===== src/rtl/meter_pkg.sv =====
// Shared types and constants for the level-meter sequencer.
// State encoding, one-hot class codes and the ratio scale factor.
package meter_pkg;

  typedef enum logic [3:0] {
    S_IDLE,
    S_MEAN_REQ,
    S_MEAN_WAIT,
    S_SQRT_REQ,
    S_SQRT_ARM,
    S_SQRT_WAIT,
    S_RAT_REQ,
    S_RAT_WAIT,
    S_CLASSIFY
  } state_e;

  localparam logic [2:0] RES_HI  = 3'b001;
  localparam logic [2:0] RES_MID = 3'b010;
  localparam logic [2:0] RES_LO  = 3'b100;

  localparam int unsigned RATIO_SCALE = 100;

endpackage


===== src/rtl/meter_classify.sv =====
// Crest-ratio classifier: threshold compare into a registered one-hot code.
// Ports: clk, rst_n, i_load (capture), i_ratio (pct), o_result (class).
// Macro METER_SEQ_HYST_EN adds +/-3 point hysteresis around thresholds.
module meter_classify
  import meter_pkg::*;
#(
  parameter int HI_PCT  = 75,
  parameter int MID_PCT = 60
) (
  input  logic       clk,
  input  logic       rst_n,
  input  logic       i_load,
  input  logic [7:0] i_ratio,
  output logic [2:0] o_result
);

  localparam logic [8:0] HI_TH  = 9'(HI_PCT);
  localparam logic [8:0] MID_TH = 9'(MID_PCT);

  logic [8:0] w_r;
  logic [2:0] w_plain;
  logic [2:0] w_next;
  logic [2:0] r_result;

  assign w_r = {1'b0, i_ratio};

  always_comb begin
    w_plain = RES_LO;
    if (w_r >= HI_TH)
      w_plain = RES_HI;
    else if (w_r >= MID_TH)
      w_plain = RES_MID;
  end

`ifdef METER_SEQ_HYST_EN
  localparam int HYST = 3;
  localparam logic [8:0] HI_UP  = 9'(HI_PCT + HYST);
  localparam logic [8:0] HI_DN  = 9'(HI_PCT - HYST);
  localparam logic [8:0] MID_UP = 9'(MID_PCT + HYST);
  localparam logic [8:0] MID_DN = 9'(MID_PCT - HYST);

  // Set once the first class is stored; before that no history exists.
  logic r_seen;

  always_comb begin
    w_next = w_plain;
    if (r_seen) begin
      unique case (r_result)
        RES_HI: begin
          w_next = RES_HI;
          if (w_r < MID_DN)
            w_next = RES_LO;
          else if (w_r < HI_DN)
            w_next = RES_MID;
        end
        RES_MID: begin
          w_next = RES_MID;
          if (w_r >= HI_UP)
            w_next = RES_HI;
          else if (w_r < MID_DN)
            w_next = RES_LO;
        end
        RES_LO: begin
          w_next = RES_LO;
          if (w_r >= HI_UP)
            w_next = RES_HI;
          else if (w_r >= MID_UP)
            w_next = RES_MID;
        end
        default: w_next = w_plain;
      endcase
    end
  end

  always_ff @(posedge clk or negedge rst_n) begin
    if (!rst_n)
      r_seen <= 1'b0;
    else if (i_load)
      r_seen <= 1'b1;
  end
`else
  assign w_next = w_plain;
`endif

  always_ff @(posedge clk or negedge rst_n) begin
    if (!rst_n)
      r_result <= 3'b000;
    else if (i_load)
      r_result <= w_next;
  end

  assign o_result = r_result;

endmodule


===== src/rtl/meter_seq.sv =====
// Level-meter sequencer: mean=sum/cnt, rms=sqrt(mean), ratio=rms*100/peak
// on a shared divider and sqrt unit, then a one-hot crest class.
// Ports: window in (win_*, peak), divider and sqrt handshakes,
// results (rms, ratio_pct, result, result_vld), status (busy, err, ovr).
// Macro METER_SEQ_HYST_EN enables class hysteresis in meter_classify.
module meter_seq
  import meter_pkg::*;
#(
  parameter int TIMEOUT_CYC = 1024,
  parameter int HI_PCT      = 75,
  parameter int MID_PCT     = 60
) (
  input  logic        clk,
  input  logic        rst_n,
  input  logic        win_vld,
  input  logic [63:0] win_sum,
  input  logic [63:0] win_cnt,
  input  logic [15:0] peak,
  output logic        div_start,
  output logic [63:0] div_dividend,
  output logic [63:0] div_divisor,
  input  logic [63:0] div_quotient,
  input  logic        div_done,
  output logic [63:0] sqrt_din,
  output logic        sqrt_valid,
  input  logic        sqrt_busy,
  input  logic [31:0] sqrt_root,
  output logic [31:0] rms,
  output logic [7:0]  ratio_pct,
  output logic [2:0]  result,
  output logic        result_vld,
  output logic        busy,
  output logic        err,
  output logic        ovr
);

  localparam int TW = $clog2(TIMEOUT_CYC + 1);
  localparam logic [TW-1:0] TMO_LAST = TW'(TIMEOUT_CYC - 1);

  state_e        r_state;
  state_e        w_next;
  logic [TW-1:0] r_tmo;
  logic          w_tmo_end;
  logic          w_accept;
  logic          w_err_set;
  logic          w_wait;

  logic [63:0] r_div_dividend;
  logic [63:0] r_div_divisor;
  logic [63:0] r_sqrt_din;
  logic [15:0] r_peak;
  logic [31:0] r_rms_int;
  logic [7:0]  r_ratio_int;
  logic [31:0] r_rms;
  logic [7:0]  r_ratio;
  logic        r_result_vld;
  logic        r_err;
  logic        r_ovr;
  logic        w_load;
  logic [2:0]  w_result;

  assign w_tmo_end = (r_tmo == TMO_LAST);
  assign w_wait = (r_state == S_MEAN_WAIT) ||
                  (r_state == S_SQRT_ARM)  ||
                  (r_state == S_SQRT_WAIT) ||
                  (r_state == S_RAT_WAIT);

  always_comb begin
    w_next    = r_state;
    w_accept  = 1'b0;
    w_err_set = 1'b0;
    unique case (r_state)
      S_IDLE: begin
        if (win_vld) begin
          if (win_cnt == 64'd0 || peak == 16'd0) begin
            w_err_set = 1'b1;
          end else begin
            w_accept = 1'b1;
            w_next   = S_MEAN_REQ;
          end
        end
      end
      S_MEAN_REQ: w_next = S_MEAN_WAIT;
      S_MEAN_WAIT: begin
        if (div_done)
          w_next = S_SQRT_REQ;
        else if (w_tmo_end) begin
          w_next    = S_IDLE;
          w_err_set = 1'b1;
        end
      end
      S_SQRT_REQ: w_next = S_SQRT_ARM;
      S_SQRT_ARM: begin
        if (sqrt_busy)
          w_next = S_SQRT_WAIT;
        else if (w_tmo_end) begin
          w_next    = S_IDLE;
          w_err_set = 1'b1;
        end
      end
      S_SQRT_WAIT: begin
        if (!sqrt_busy)
          w_next = S_RAT_REQ;
        else if (w_tmo_end) begin
          w_next    = S_IDLE;
          w_err_set = 1'b1;
        end
      end
      S_RAT_REQ: w_next = S_RAT_WAIT;
      S_RAT_WAIT: begin
        if (div_done)
          w_next = S_CLASSIFY;
        else if (w_tmo_end) begin
          w_next    = S_IDLE;
          w_err_set = 1'b1;
        end
      end
      S_CLASSIFY: w_next = S_IDLE;
      default:    w_next = S_IDLE;
    endcase
  end

  always_ff @(posedge clk or negedge rst_n) begin
    if (!rst_n)
      r_state <= S_IDLE;
    else
      r_state <= w_next;
  end

  // Any state change restarts the count, so each wait starts from zero.
  always_ff @(posedge clk or negedge rst_n) begin
    if (!rst_n)
      r_tmo <= '0;
    else if (w_next != r_state)
      r_tmo <= '0;
    else if (w_wait)
      r_tmo <= r_tmo + 1'b1;
  end

  always_ff @(posedge clk or negedge rst_n) begin
    if (!rst_n) begin
      r_div_dividend <= '0;
      r_div_divisor  <= '0;
      r_sqrt_din     <= '0;
      r_peak         <= '0;
      r_rms_int      <= '0;
      r_ratio_int    <= '0;
    end else begin
      if (w_accept) begin
        r_div_dividend <= win_sum;
        r_div_divisor  <= win_cnt;
        r_peak         <= peak;
      end
      if (r_state == S_MEAN_WAIT && div_done)
        r_sqrt_din <= div_quotient;
      // Ratio operands are loaded as the root lands, ready for RAT_REQ.
      if (r_state == S_SQRT_WAIT && !sqrt_busy) begin
        r_rms_int      <= sqrt_root;
        r_div_dividend <= 64'(sqrt_root) * 64'(RATIO_SCALE);
        r_div_divisor  <= {48'd0, r_peak};
      end
      if (r_state == S_RAT_WAIT && div_done)
        r_ratio_int <= (div_quotient > 64'd255) ?
                       8'hFF : div_quotient[7:0];
    end
  end

  assign w_load = (r_state == S_CLASSIFY);

  always_ff @(posedge clk or negedge rst_n) begin
    if (!rst_n) begin
      r_rms        <= '0;
      r_ratio      <= '0;
      r_result_vld <= 1'b0;
      r_err        <= 1'b0;
      r_ovr        <= 1'b0;
    end else begin
      r_result_vld <= w_load;
      r_err        <= w_err_set;
      r_ovr        <= win_vld && (r_state != S_IDLE);
      if (w_load) begin
        r_rms   <= r_rms_int;
        r_ratio <= r_ratio_int;
      end
    end
  end

  meter_classify #(
    .HI_PCT  (HI_PCT),
    .MID_PCT (MID_PCT)
  ) u_cls (
    .clk      (clk),
    .rst_n    (rst_n),
    .i_load   (w_load),
    .i_ratio  (r_ratio_int),
    .o_result (w_result)
  );

  assign div_start    = (r_state == S_MEAN_REQ) ||
                        (r_state == S_RAT_REQ);
  assign sqrt_valid   = (r_state == S_SQRT_REQ);
  assign div_dividend = r_div_dividend;
  assign div_divisor  = r_div_divisor;
  assign sqrt_din     = r_sqrt_din;
  assign rms          = r_rms;
  assign ratio_pct    = r_ratio;
  assign result       = w_result;
  assign result_vld   = r_result_vld;
  assign busy         = (r_state != S_IDLE);
  assign err          = r_err;
  assign ovr          = r_ovr;

endmodule

===== config.mk =====
export PLATFORM = sky130hd
export DESIGN_NAME = meter_seq
export DESIGN_NICKNAME = d
export VERILOG_FILES = /design/src/rtl/meter_pkg.sv /design/src/rtl/meter_classify.sv /design/src/rtl/meter_seq.sv
export SDC_FILE = /design/constraint.sdc
export NUM_CORES = 1
export LEC_CHECK = 0
export ABC_AREA = 0
export BUFFER_PORTS_ARGS = -buffer_cell sky130_fd_sc_hd__buf_2
export CAP_MARGIN = 20
export CORE_AREA = 4 4 187 189
export CTS_BUF_LIST = sky130_fd_sc_hd__clkbuf_4
export CTS_CLUSTER_SIZE = 30
export DETAILED_ROUTE_END_ITERATION = 8
export DIE_AREA = 0 0 191 193
export HOLD_SLACK_MARGIN = 0.12
export PLACE_DENSITY = 0.75
export RECOVER_POWER = 50
export SYNTH_ARGS = -nofsm -noshare
export SYNTH_HDL_FRONTEND = slang
export SYNTH_SLANG_ARGS = --single-unit
export TNS_END_PERCENT = 30

===== constraint.sdc =====
create_clock -name clk -period 2.8 [get_ports clk]
set_input_delay 0.14 -clock clk [delete_from_list [all_inputs] [get_ports clk]]
set_output_delay 0.14 -clock clk [all_outputs]
set_load 0.005 [all_outputs]

==> results.ini <==
[timing]
finalClockSkew_ns = 0.06882
drv_slew = 85
slew_headroom_pct = -33.40
max_freq_mhz = 351.7
period_needed_ns = 2.844
fin_setup_tns_ns = -0.1252
rsz0062_at_grt = true
period_share_pct = 101.6
tightestPinTransition_ns = 2.001
hold_viol = 0
fin_ws_ns = -0.04370
setup_viol = 4

[placement]
gp_congestion = 0.9442
placed_cell_area_mm2 = 0.01981
dp_cells = 2512
dp_hpwl_mm = 38.93
place_ws_ns = -0.7169
portBuffers = 485

[yosys]
yosysSeqAreaShare_pct = 48.93
syn_nets = 1898
avgSynthCellArea_um2 = 10.36
async_flop_share_pct = 100.0
syn_inst = 1525
synth_area_leaders = dfrtp_1 49%, mux2_2 8.6%, ha_1 8.0%
yosysWarnings = 0
yosysMostFrequentCell = dfrtp_1
syn-cell-area_mm2 = 0.01580
ys_ff_latch = 309
yosysTopAreaCellShare_pct = 48.93
synth_top_flop_cell = dfrtp_1
ys_types = 65
synth_edf_count = 0
synth_top_area_cell = dfrtp_1
synth_common_cells = 309 x dfrtp_1, 264 x nand2_1, 136 x o21ai_0

[die]
die_area_mm2 = 0.03686
die_x_um = 191
fp.coreArea_mm2 = 0.03328
die_h_um = 193
start_util_pct = 47.49
rows = 67
ios = 486

[final_layout]
post-route-util_pct = 70.83
area.sequential_mm2 = 0.007732
multiInputGateArea_mm2 = 0.007742
area_growth_pct = 49.17
drive_gt1_share_pct = 32.52
fillCellCount = 2312
fin_cells = 2931
final_area_mm2 = 0.02357
nets = 2792

[power]
ir_drop_mv = 0.4984
leakage_uw = 0.01167
power_density_mw_per_mm2 = 842.2

[setup_path]
cp-start-kind = primary input
path_max_fanout = 3
crit_arrival_ns = 3.42
reg2reg_from = r_state[1]
worstSetupPathType = primary input to flip-flop
crit_required_ns = 3.37
end_kind = flip-flop
crit_path_start = sqrt_root[20]
r2r_setup_slack_ns = 0.17

[run_status]
violations = capacitance limit, slew limit, setup timing
status = finished, violations left

[cts]
htreeDepth = 3
numCtsBuffers = 82
clkLatencyLatePin_ns = 0.75
cts_root_buffer = clkbuf_4
clk_path_buf_depth = 3
cts_sinks = 309
cts_tree = done
path_clk_slew_ns = 0.08

[route]
wirelength_mm = 60.11
dr.pass1.iters = 7
wl_per_cell_um = 20.51
via_per_inst = 5.471
vias = 16040
ant_nets = 0
route.detailed.drc = 0
drtIter0Drc = 1149

[min_path]
hold_class = primary input to flip-flop
min-delay-start = win_cnt[49]

[grt]
grt_pass1_wl_mm = 92.54
grt_pass1_vias = 17160
antenna_found_initial = 10
overflow = 0
grt_usage_pct = 31.96
grt_max_degree = 154

[job]
cap_violations = 1

[power by group]
| part | total (uW) | switching [uW] | internal (uW) |
|---|---|---|---|
| Clock | 4050 | 1940 | 2110 |
| Combinational | 8440 | 4520 | 3920 |
| Sequential | 7360 | 1120 | 6240 |
| Total | 19900 | 7580 | 12300 |
[path summary, 6_finish.rpt]
check | end | depth (start not counted)
setup reg to reg | div_dividend[35] | 9
hold / removal | div_divisor[49] | 4
min in group asynchronous | div_divisor[37] | 3
setup / recovery | div_dividend[38] | 15
max in group asynchronous | rms[12] | 4
hold reg to reg | r_rms_int[5] | 2
[repair_timing]
action,in CTS,in global routing
hold buffers,268,0
gates resized for setup,0,40
endpoints found under the hold margin,563,0
endpoints found under the setup margin,0,19
buffers inserted,0,3
[cells in the final DEF (no fill, tap or decap), drive strengths merged, types with 4 or more instances in the layout]
cell / instances
mux2i: 14
a31oi: 6
diode: 14
and3: 6
a211o: 4
dlygate4sd3: 268
nand3: 15
clkinv: 19
nand4: 14
inv: 131
clkbuf: 241
nand2b: 5
nor4: 36
a21o: 16
nand3b: 4
dfrtp: 309
o22a: 9
a211oi: 5
a21oi: 42
a31o: 4
o22ai: 17
o21ai: 137
ha: 101
or3: 4
mux2: 120
xnor2: 21
buf: 485
nor2b: 7
xor2: 16
nor3: 6
nor2: 46
a22oi: 25
nand2: 264
fa: 27
[metrics by stage]
stage          hold WS [ns]  power [uW]
2_1_floorplan       -0.1556       11300
3_3_place_gp         0.1708       14770
3_5_place_dp         0.1780       15050
4_1_cts              0.1204       19500
5_1_grt              0.1594       21190
6_report             0.1786       19850
[logic make-up after synthesis]
family | after synthesis | share of synthesized area, %
AND/OR/NAND/NOR | 423 | 12.03
flip-flops | 309 | 48.93
AO/OA/AOI/OAI | 291 | 11.16
buffers and inverters | 203 | 4.980
multiplexers | 134 | 9.437
adder cells (fa/ha/maj) | 128 | 11.42
XOR/XNOR | 37 | 2.051
[state kept, by name, summed over array words and instances, names as in the netlist, 3 cells and up]
name,flops
r_tmo,11
ratio_pct,8
u_cls.o_result,3
div_divisor,64
rms,32
r_state,4
sqrt_din,64
div_dividend,64
r_peak,16
r_rms_int,32
r_ratio_int,8
[critical path, stage by stage]
cell and delay, ns:
buf_2 0.11, dlygate4sd3_1 0.58, inv_2 0.06, fa_1 0.53, inv_1 0.04, ha_2 0.16, a21o_1 0.18, a211o_1 0.27
o2111ai_2 0.08, a21oi_2 0.10, or3_4 0.40, o211ai_1 0.27, nand3b_1 0.17, a41oi_1 0.19, o22ai_1 0.12
[layer usage]
| layer | up-vias | share of wire, % | routed length (um) | track usage (%) |
|---|---|---|---|---|
| met5 | - | 0.047 | 28 | 0 |
| met4 | 6 | 6.1 | 3644 | 17.40 |
| met3 | 307 | 10 | 6265 | 11.79 |
| met2 | 939 | 47 | 28450 | 52.45 |
| met1 | 7699 | 36 | 21720 | 36.60 |
| li1 | 7085 | - | - | - |
[final cells by class]
cell class	instances	share of cell area [%]
clock inverters	22	0.7165
clock buffers	112	3.567
diodes	14	0.1486
multi-input cells	1013	32.84
repair buffers	882	25.46
well taps	448	2.378
flip-flops and latches	309	32.80
inverters	131	2.086
Power figures use the tool's default switching activity.
